File: src/rtl/vp_mult_pkg.sv
// Shared constants, FSM state type and limb helpers for the variable-precision
// multiplier sequencer.
package vp_mult_pkg;

  localparam int LIMB_W    = 16;
  localparam int MAX_LIMBS = 3;
  localparam int OP_W      = LIMB_W * MAX_LIMBS;   // 48
  localparam int PROD_W    = 2 * LIMB_W;           // 32
  localparam int RES_W     = 2 * OP_W;             // 96

  localparam logic [1:0] MODE_16 = 2'd0;
  localparam logic [1:0] MODE_32 = 2'd1;
  localparam logic [1:0] MODE_48 = 2'd2;

  typedef enum logic [1:0] {
    IDLE  = 2'd0,
    RUN   = 2'd1,
    FLUSH = 2'd2,
    DONE  = 2'd3
  } state_t;

  // Encoding 3 is treated as the widest precision.
  function automatic logic [1:0] mode_to_limbs(input logic [1:0] mode);
    case (mode)
      MODE_16: return 2'd1;
      MODE_32: return 2'd2;
      default: return 2'd3;
    endcase
  endfunction

  function automatic logic [LIMB_W-1:0] limb_sel(input logic [OP_W-1:0] v,
                                                 input logic [1:0]      idx);
    case (idx)
      2'd0:    return v[0*LIMB_W +: LIMB_W];
      2'd1:    return v[1*LIMB_W +: LIMB_W];
      default: return v[2*LIMB_W +: LIMB_W];
    endcase
  endfunction

endpackage

File: src/rtl/vp_mult_limb_sequencer_if.sv
// Operand-side and result-side valid/ready handshake bundle of the sequencer.
import vp_mult_pkg::*;

interface vp_mult_limb_sequencer_if;
  logic             in_valid;
  logic             in_ready;
  logic [1:0]       mode;
  logic [OP_W-1:0]  a;
  logic [OP_W-1:0]  b;
  logic             out_valid;
  logic             out_ready;
  logic [RES_W-1:0] result;

  modport master (
    output in_valid, mode, a, b, out_ready,
    input  in_ready, out_valid, result
  );

  modport slave (
    input  in_valid, mode, a, b, out_ready,
    output in_ready, out_valid, result
  );
endinterface

File: src/rtl/vp_mult_limb_mul16.sv
// Registered unsigned 16x16 -> 32 multiplier; the single shared datapath
// multiplier of the sequencer. The product register holds while en is low.
import vp_mult_pkg::*;

module vp_mult_limb_mul16 (
  input  logic              clk,
  input  logic              rst_n,
  input  logic              en,
  input  logic [LIMB_W-1:0] x,
  input  logic [LIMB_W-1:0] y,
  output logic [PROD_W-1:0] p
);

  always_ff @(posedge clk or negedge rst_n) begin
    if (!rst_n) begin
      p <= '0;
    end else if (en) begin
      p <= PROD_W'(x) * PROD_W'(y);
    end
  end

endmodule

File: src/rtl/vp_mult_limb_sequencer.sv
// Limb sequencer: feeds one limb pair per cycle to the shared 16x16 multiplier
// and shift-accumulates the partial products into a 96-bit result.
import vp_mult_pkg::*;

module vp_mult_limb_sequencer (
  input  logic                     clk,
  input  logic                     rst_n,
  vp_mult_limb_sequencer_if.slave  bus,
  output logic                     busy
);

  state_t            state_q, state_d;
  logic [OP_W-1:0]   a_q, b_q;
  logic [1:0]        n_q;
  logic [1:0]        i_q, j_q;
  logic [2:0]        sh_q;
  logic              pvld_q;
  logic [RES_W-1:0]  acc_q;

  logic              mul_en;
  logic [LIMB_W-1:0] mul_x, mul_y;
  logic [PROD_W-1:0] prod_q;
  logic [RES_W-1:0]  addend;
  logic              last_i, last_j;
  logic              accept;

  vp_mult_limb_mul16 u_mul (
    .clk   (clk),
    .rst_n (rst_n),
    .en    (mul_en),
    .x     (mul_x),
    .y     (mul_y),
    .p     (prod_q)
  );

  assign mul_x  = limb_sel(a_q, i_q);
  assign mul_y  = limb_sel(b_q, j_q);
  assign last_i = (i_q == n_q - 2'd1);
  assign last_j = (j_q == n_q - 2'd1);
  // Partial product weight is 2^(16*(i+j)); the largest shift (64) still fits in 96 bits.
  assign addend = {{(RES_W-PROD_W){1'b0}}, prod_q} << (LIMB_W * sh_q);

  // NOTE: every signal driven here gets a default first, so no path leaves one unassigned and infers a latch.
  always_comb begin
    state_d       = state_q;
    bus.in_ready  = 1'b0;
    bus.out_valid = 1'b0;
    busy          = 1'b1;
    mul_en        = 1'b0;
    accept        = 1'b0;
    case (state_q)
      IDLE: begin
        bus.in_ready = 1'b1;
        busy         = 1'b0;
        if (bus.in_valid) begin
          accept  = 1'b1;
          state_d = RUN;
        end
      end
      RUN: begin
        mul_en = 1'b1;
        if (last_i && last_j) state_d = FLUSH;
      end
      FLUSH: state_d = DONE;
      DONE: begin
        bus.out_valid = 1'b1;
        if (bus.out_ready) state_d = IDLE;
      end
      default: state_d = IDLE;
    endcase
  end

  assign bus.result = acc_q;

  // NOTE: state registers use non-blocking assignments so every flop samples pre-edge values.
  always_ff @(posedge clk or negedge rst_n) begin
    if (!rst_n) begin
      state_q <= IDLE;
    end else begin
      state_q <= state_d;
    end
  end

  // NOTE: operand copies are reset along with the control state so a reset leaves no stale transaction data.
  always_ff @(posedge clk or negedge rst_n) begin
    if (!rst_n) begin
      a_q    <= '0;
      b_q    <= '0;
      n_q    <= 2'd1;
      i_q    <= '0;
      j_q    <= '0;
      sh_q   <= '0;
      pvld_q <= 1'b0;
      acc_q  <= '0;
    end else begin
      case (state_q)
        IDLE: begin
          if (accept) begin
            a_q    <= bus.a;
            b_q    <= bus.b;
            n_q    <= mode_to_limbs(bus.mode);
            i_q    <= '0;
            j_q    <= '0;
            sh_q   <= '0;
            pvld_q <= 1'b0;
            acc_q  <= '0;
          end
        end
        RUN: begin
          sh_q   <= {1'b0, i_q} + {1'b0, j_q};
          pvld_q <= 1'b1;
          // prod_q lags the issued pair by one cycle, so the first RUN cycle adds nothing.
          if (pvld_q) acc_q <= acc_q + addend;
          if (last_j) begin
            j_q <= '0;
            if (!last_i) i_q <= i_q + 2'd1;
          end else begin
            j_q <= j_q + 2'd1;
          end
        end
        FLUSH: begin
          acc_q  <= acc_q + addend;
          pvld_q <= 1'b0;
        end
        default: ;
      endcase
    end
  end

endmodule

File: src/flat_wrapper.sv
// flat-port wrapper written by rule: the top's interface ports become plain ports
module vp_mult_limb_sequencer_flat 
  (clk, rst_n, busy, bus_in_valid, bus_mode, bus_a, bus_b, bus_out_ready, bus_in_ready, bus_out_valid, bus_result);
  vp_mult_limb_sequencer_if bus_i ();
  input  logic clk;
  input  logic rst_n;
  output logic busy;
  input wire logic [$bits(bus_i.in_valid)-1:0] bus_in_valid;
  input wire logic [$bits(bus_i.mode)-1:0] bus_mode;
  input wire logic [$bits(bus_i.a)-1:0] bus_a;
  input wire logic [$bits(bus_i.b)-1:0] bus_b;
  input wire logic [$bits(bus_i.out_ready)-1:0] bus_out_ready;
  output wire logic [$bits(bus_i.in_ready)-1:0] bus_in_ready;
  output wire logic [$bits(bus_i.out_valid)-1:0] bus_out_valid;
  output wire logic [$bits(bus_i.result)-1:0] bus_result;
  assign bus_i.in_valid = bus_in_valid;
  assign bus_i.mode = bus_mode;
  assign bus_i.a = bus_a;
  assign bus_i.b = bus_b;
  assign bus_i.out_ready = bus_out_ready;
  assign bus_in_ready = bus_i.in_ready;
  assign bus_out_valid = bus_i.out_valid;
  assign bus_result = bus_i.result;
  vp_mult_limb_sequencer u_core (.clk(clk), .rst_n(rst_n), .bus(bus_i), .busy(busy));
endmodule
File: config.mk
export PLATFORM = sky130hd
export DESIGN_NAME = vp_mult_limb_sequencer_flat
export DESIGN_NICKNAME = d
export VERILOG_FILES = /design/src/rtl/vp_mult_pkg.sv /design/src/rtl/vp_mult_limb_sequencer_if.sv /design/src/rtl/vp_mult_limb_mul16.sv /design/src/rtl/vp_mult_limb_sequencer.sv /design/src/flat_wrapper.sv
export SDC_FILE = /design/constraint.sdc
export NUM_CORES = 1
export LEC_CHECK = 0
export CAP_MARGIN = 20
export CORE_ASPECT_RATIO = 1.2
export CORE_MARGIN = 5
export CORE_UTILIZATION = 61
export CTS_BUF_LIST = sky130_fd_sc_hd__clkbuf_8
export CTS_CLUSTER_DIAMETER = 80
export DETAILED_ROUTE_END_ITERATION = 8
export DONT_BUFFER_PORTS = 1
export PLACE_DENSITY = 0.77
export SYNTH_ARGS = -nofsm -noshare
export SYNTH_HDL_FRONTEND = slang
export SYNTH_SLANG_ARGS = --single-unit
File: constraint.sdc
create_clock -name clk -period 7 [get_ports clk]
set_input_delay 1.4 -clock clk [delete_from_list [all_inputs] [get_ports clk]]
set_output_delay 1.4 -clock clk [all_outputs]
set_load 0.01 [all_outputs]
==> results of run 1 <==
registers in the layout (all words and copies together) (netlist names):
register           flops
u_core.bus.result     96
u_core.a_q            48
u_core.b_q            48
u_core.u_mul.p        32
u_core.sh_q            3
u_core.i_q             2
u_core.j_q             2
u_core.n_q             2
u_core.state_q         2
u_core.pvld_q          1
cell usage in the layout (no fill, tap or decap), types with 114 or more instances in the layout:
cell type,Yosys,layout
nor2_1,269,258
mux2_2,117,114
inv_1,275,264
nand2_1,332,326
o21ai_0,160,152
a21oi_1,178,153
fa_1,196,190
buf_4,0,201
dfrtp_1,235,235
ha_1,208,196
per-stage QoR:
stage          setup WS, ns  TNS (ns)  hold WS [ns]  area [sq um]
2_1_floorplan       0.00224         0         0.475         25000
3_3_place_gp         -0.485     -2.66         0.489         26700
3_5_place_dp         -0.587     -3.74         0.495         26700
4_1_cts              -0.165    -0.734         0.432         28000
5_1_grt              -0.418     -3.31         0.440         28600
6_report             -0.198    -0.959         0.466         28600
critical path, delay by kind of cell (launching register included):
kind            cells  cell delay, ns
fa+ha+maj           8            3.47
compound gates      9            1.74
buf+inv            10            0.88
flops               1            0.44
mux                 1            0.26
simple gates        2            0.21
xor+xnor            1            0.08
timing repair:
action,CTS,global route
gates cloned,0,3
resized for setup,56,87
buffers inserted,19,23
hold buffers,0,0
pin swaps,31,68
endpoints found under the setup margin,14,15
endpoints found under the hold margin,0,0
layer usage:
layer	GRT usage, %	wire (um)
met4	32.4	9890
met3	7.07	6270
met5	0	0
met1	40.4	30100
met2	67.0	43500
final timing paths:
check,slack (ns),from,end
worst max-delay path,-0.20,u_core.i_q[0],u_core.u_mul.p[24]
worst min-delay path,0.47,rst_n,u_core.bus.result[58]
worst max register to register,-0.20,u_core.i_q[0],u_core.u_mul.p[24]
worst min register to register,0.51,u_core.b_q[21],u_core.b_q[21]
max in group asynchronous,6.15,rst_n,u_core.b_q[37]
min in group clk,0.51,u_core.b_q[21],u_core.b_q[21]
area by class of cell:
type                       instances  area [sq um]  share of cell area (%)
multi-input combinational       2171         17900                    62.5
sequential                       236          5910                    20.7
timing repair buffer             246          2240                    7.84
inverter                         276          1040                    3.62
clock buffer                      51           702                    2.45
tap                              533           667                    2.33
clock inverter                    23           173                   0.604
antenna                            4          10.0                  0.0350
cell families (layout without fill, tap and decap cells):
logic type / after synthesis / after routing / synth area share (%)
compound gates: 706 / 706 / 18.7
fa+ha+maj: 404 / 404 / 26.4
other cells: 0 / 4 / 0
buf+inv: 417 / 596 / 6.40
flops: 236 / 236 / 23.9
simple gates: 812 / 813 / 14.5
xor+xnor: 113 / 113 / 4.01
mux: 135 / 135 / 6.06
==> metrics.md, run 1 <==
| Metric | Value |
|---|---|
| Startpoint Class | flop |
| Share of the clock period used by the worst path | 103% |
| Die area | roughly 45,000 sq um |
| Ports | around 200 |
| Final hold vios | 0 |
| Global-route wire length before repair | 134,000 um |
| Mapped cell area | 24,700 sq um |
| Num CTS Buffers | ~40 |
| Max incr delay on CP | roughly 0.54 ns |
| Slowest stage cell on the critical path | fa_1 |
| Drc violations | 0 |
| Total routed wirelength | 89,700 um |
| Worst-Margin Slew | between 1 and 1.5 ns |
| Clock Latency Late Sink | 0.64 ns |
| Non-Filler Instances | ~3,500 |
| DRT iter0 DRCs | roughly 1,800 |
| H-tree depth | 2 |
| Most frequent cell after synthesis | nand2_1 |
| Rows | 80 |
| Final slew viol count | 0 |
| Layout net count | 3,478 |
| Top post-synthesis cells by area | dfrtp_1 (24%), fa_1 (16%), ha_1 (11%) |
| Avg Vias per Cell | between 6 and 7 |
| WL per Instance | about 25 um |
| Gr usage total | roughly two fifths |
| Worst endpoint required time | ~7.5 ns |
| Flops & latches, synth | roughly 240 |
| Starting density of the core | approximately three fifths |
| Final min period | ~7 ns |
| CTS tree | yes |
| Number of flops mapped to enable cells by yosys | 0 |
| MaxCap Viol Count | 0 |
| Vias | around 23,000 |
| Largest net degree at the start of global routing | 237 |
| Initial antenna violation count | 4 |
| Worst Path Max Fanout | 11 |
| Longest Clk Path Bufs | 3 |
| Die width | just under 200 um |
| Worst hold path class | in -> async |
| Fraction of layout cells with a size suffix above 1 | roughly 19% |
| Vias in the first global route | 23,500 |
| Mapped Nets | roughly 3,300 |
| Violations in the final reports | negative setup slack |
| Clock Root Buffer | clkbuf_8 |
| Async SR Flop Fraction | 100% |
| Gr ovfl total | 0 |
| Fillers | between 2,000 and 3,000 |
| Post-synth top area share | approximately a quarter |
| Synth top cells by count | nand2_1 (332), inv_1 (275), nor2_1 (269) |
| RSZ-0062 raised after global routing | yes |
| Crit path kind | reg -> reg |
| Max-slew headroom | roughly 28% |
| Register area share after synthesis | a little under a quarter |
| Syn-to-layout area delta | 15.8% |
| CP Data Arrival Time | between 7 and 8 ns |
| Layout Skew | slightly above 0.04 ns |
| Die height | about 230 um |
| R2r worst-path depth | 31 |
| Synth Instances | 2,823 |
| Antenna viol nets, final | 0 |
| DRT Pass-1 Iters | 6 |
| Core area | between 30,000 and 40,000 sq um |
| Endpoints failing setup | 8 |
| PortBufs | 0 |
| Routability cong. | 1.07 |
| Status | finished, violations left |
| Clk pin slew, worst setup/hold paths | about 0.070 ns |
| Yosys Warn Count | 0 |
| Post-placement cell count | roughly 3,400 |
| Post-DP HPWL | about 70,000 um |
| Mean Syn Cell Area | ~9 sq um |
| Utilization after layout | around 72% |
| Highest Clock Rate | ~140 MHz |
| Primary FF master, synth | dfrtp_1 |
| Worst setup margin | -0.198 ns |
| Library cells used by synthesis | 86 |
| Critical Path Sink Type | flop |
| Leading area contributor after synthesis | dfrtp_1 |
| Clock sink count | about 240 |
Power of run 1 is not shown: default switching activity piles up to over one toggle a cycle in this logic, so the estimate is an artifact.
==> run 2: changes to the inputs <==
--- a/config.mk
+++ b/config.mk
@@ -14,6 +14,7 @@
 export DETAILED_ROUTE_END_ITERATION = 8
 export DONT_BUFFER_PORTS = 1
 export PLACE_DENSITY = 0.77
+export SLEW_MARGIN = 15
 export SYNTH_ARGS = -nofsm -noshare
 export SYNTH_HDL_FRONTEND = slang
 export SYNTH_SLANG_ARGS = --single-unit
==> results of run 2 <==
No change in the layout: final DEF, timing and power equal those of run 1.
Power of run 2 is left out for the same reason.
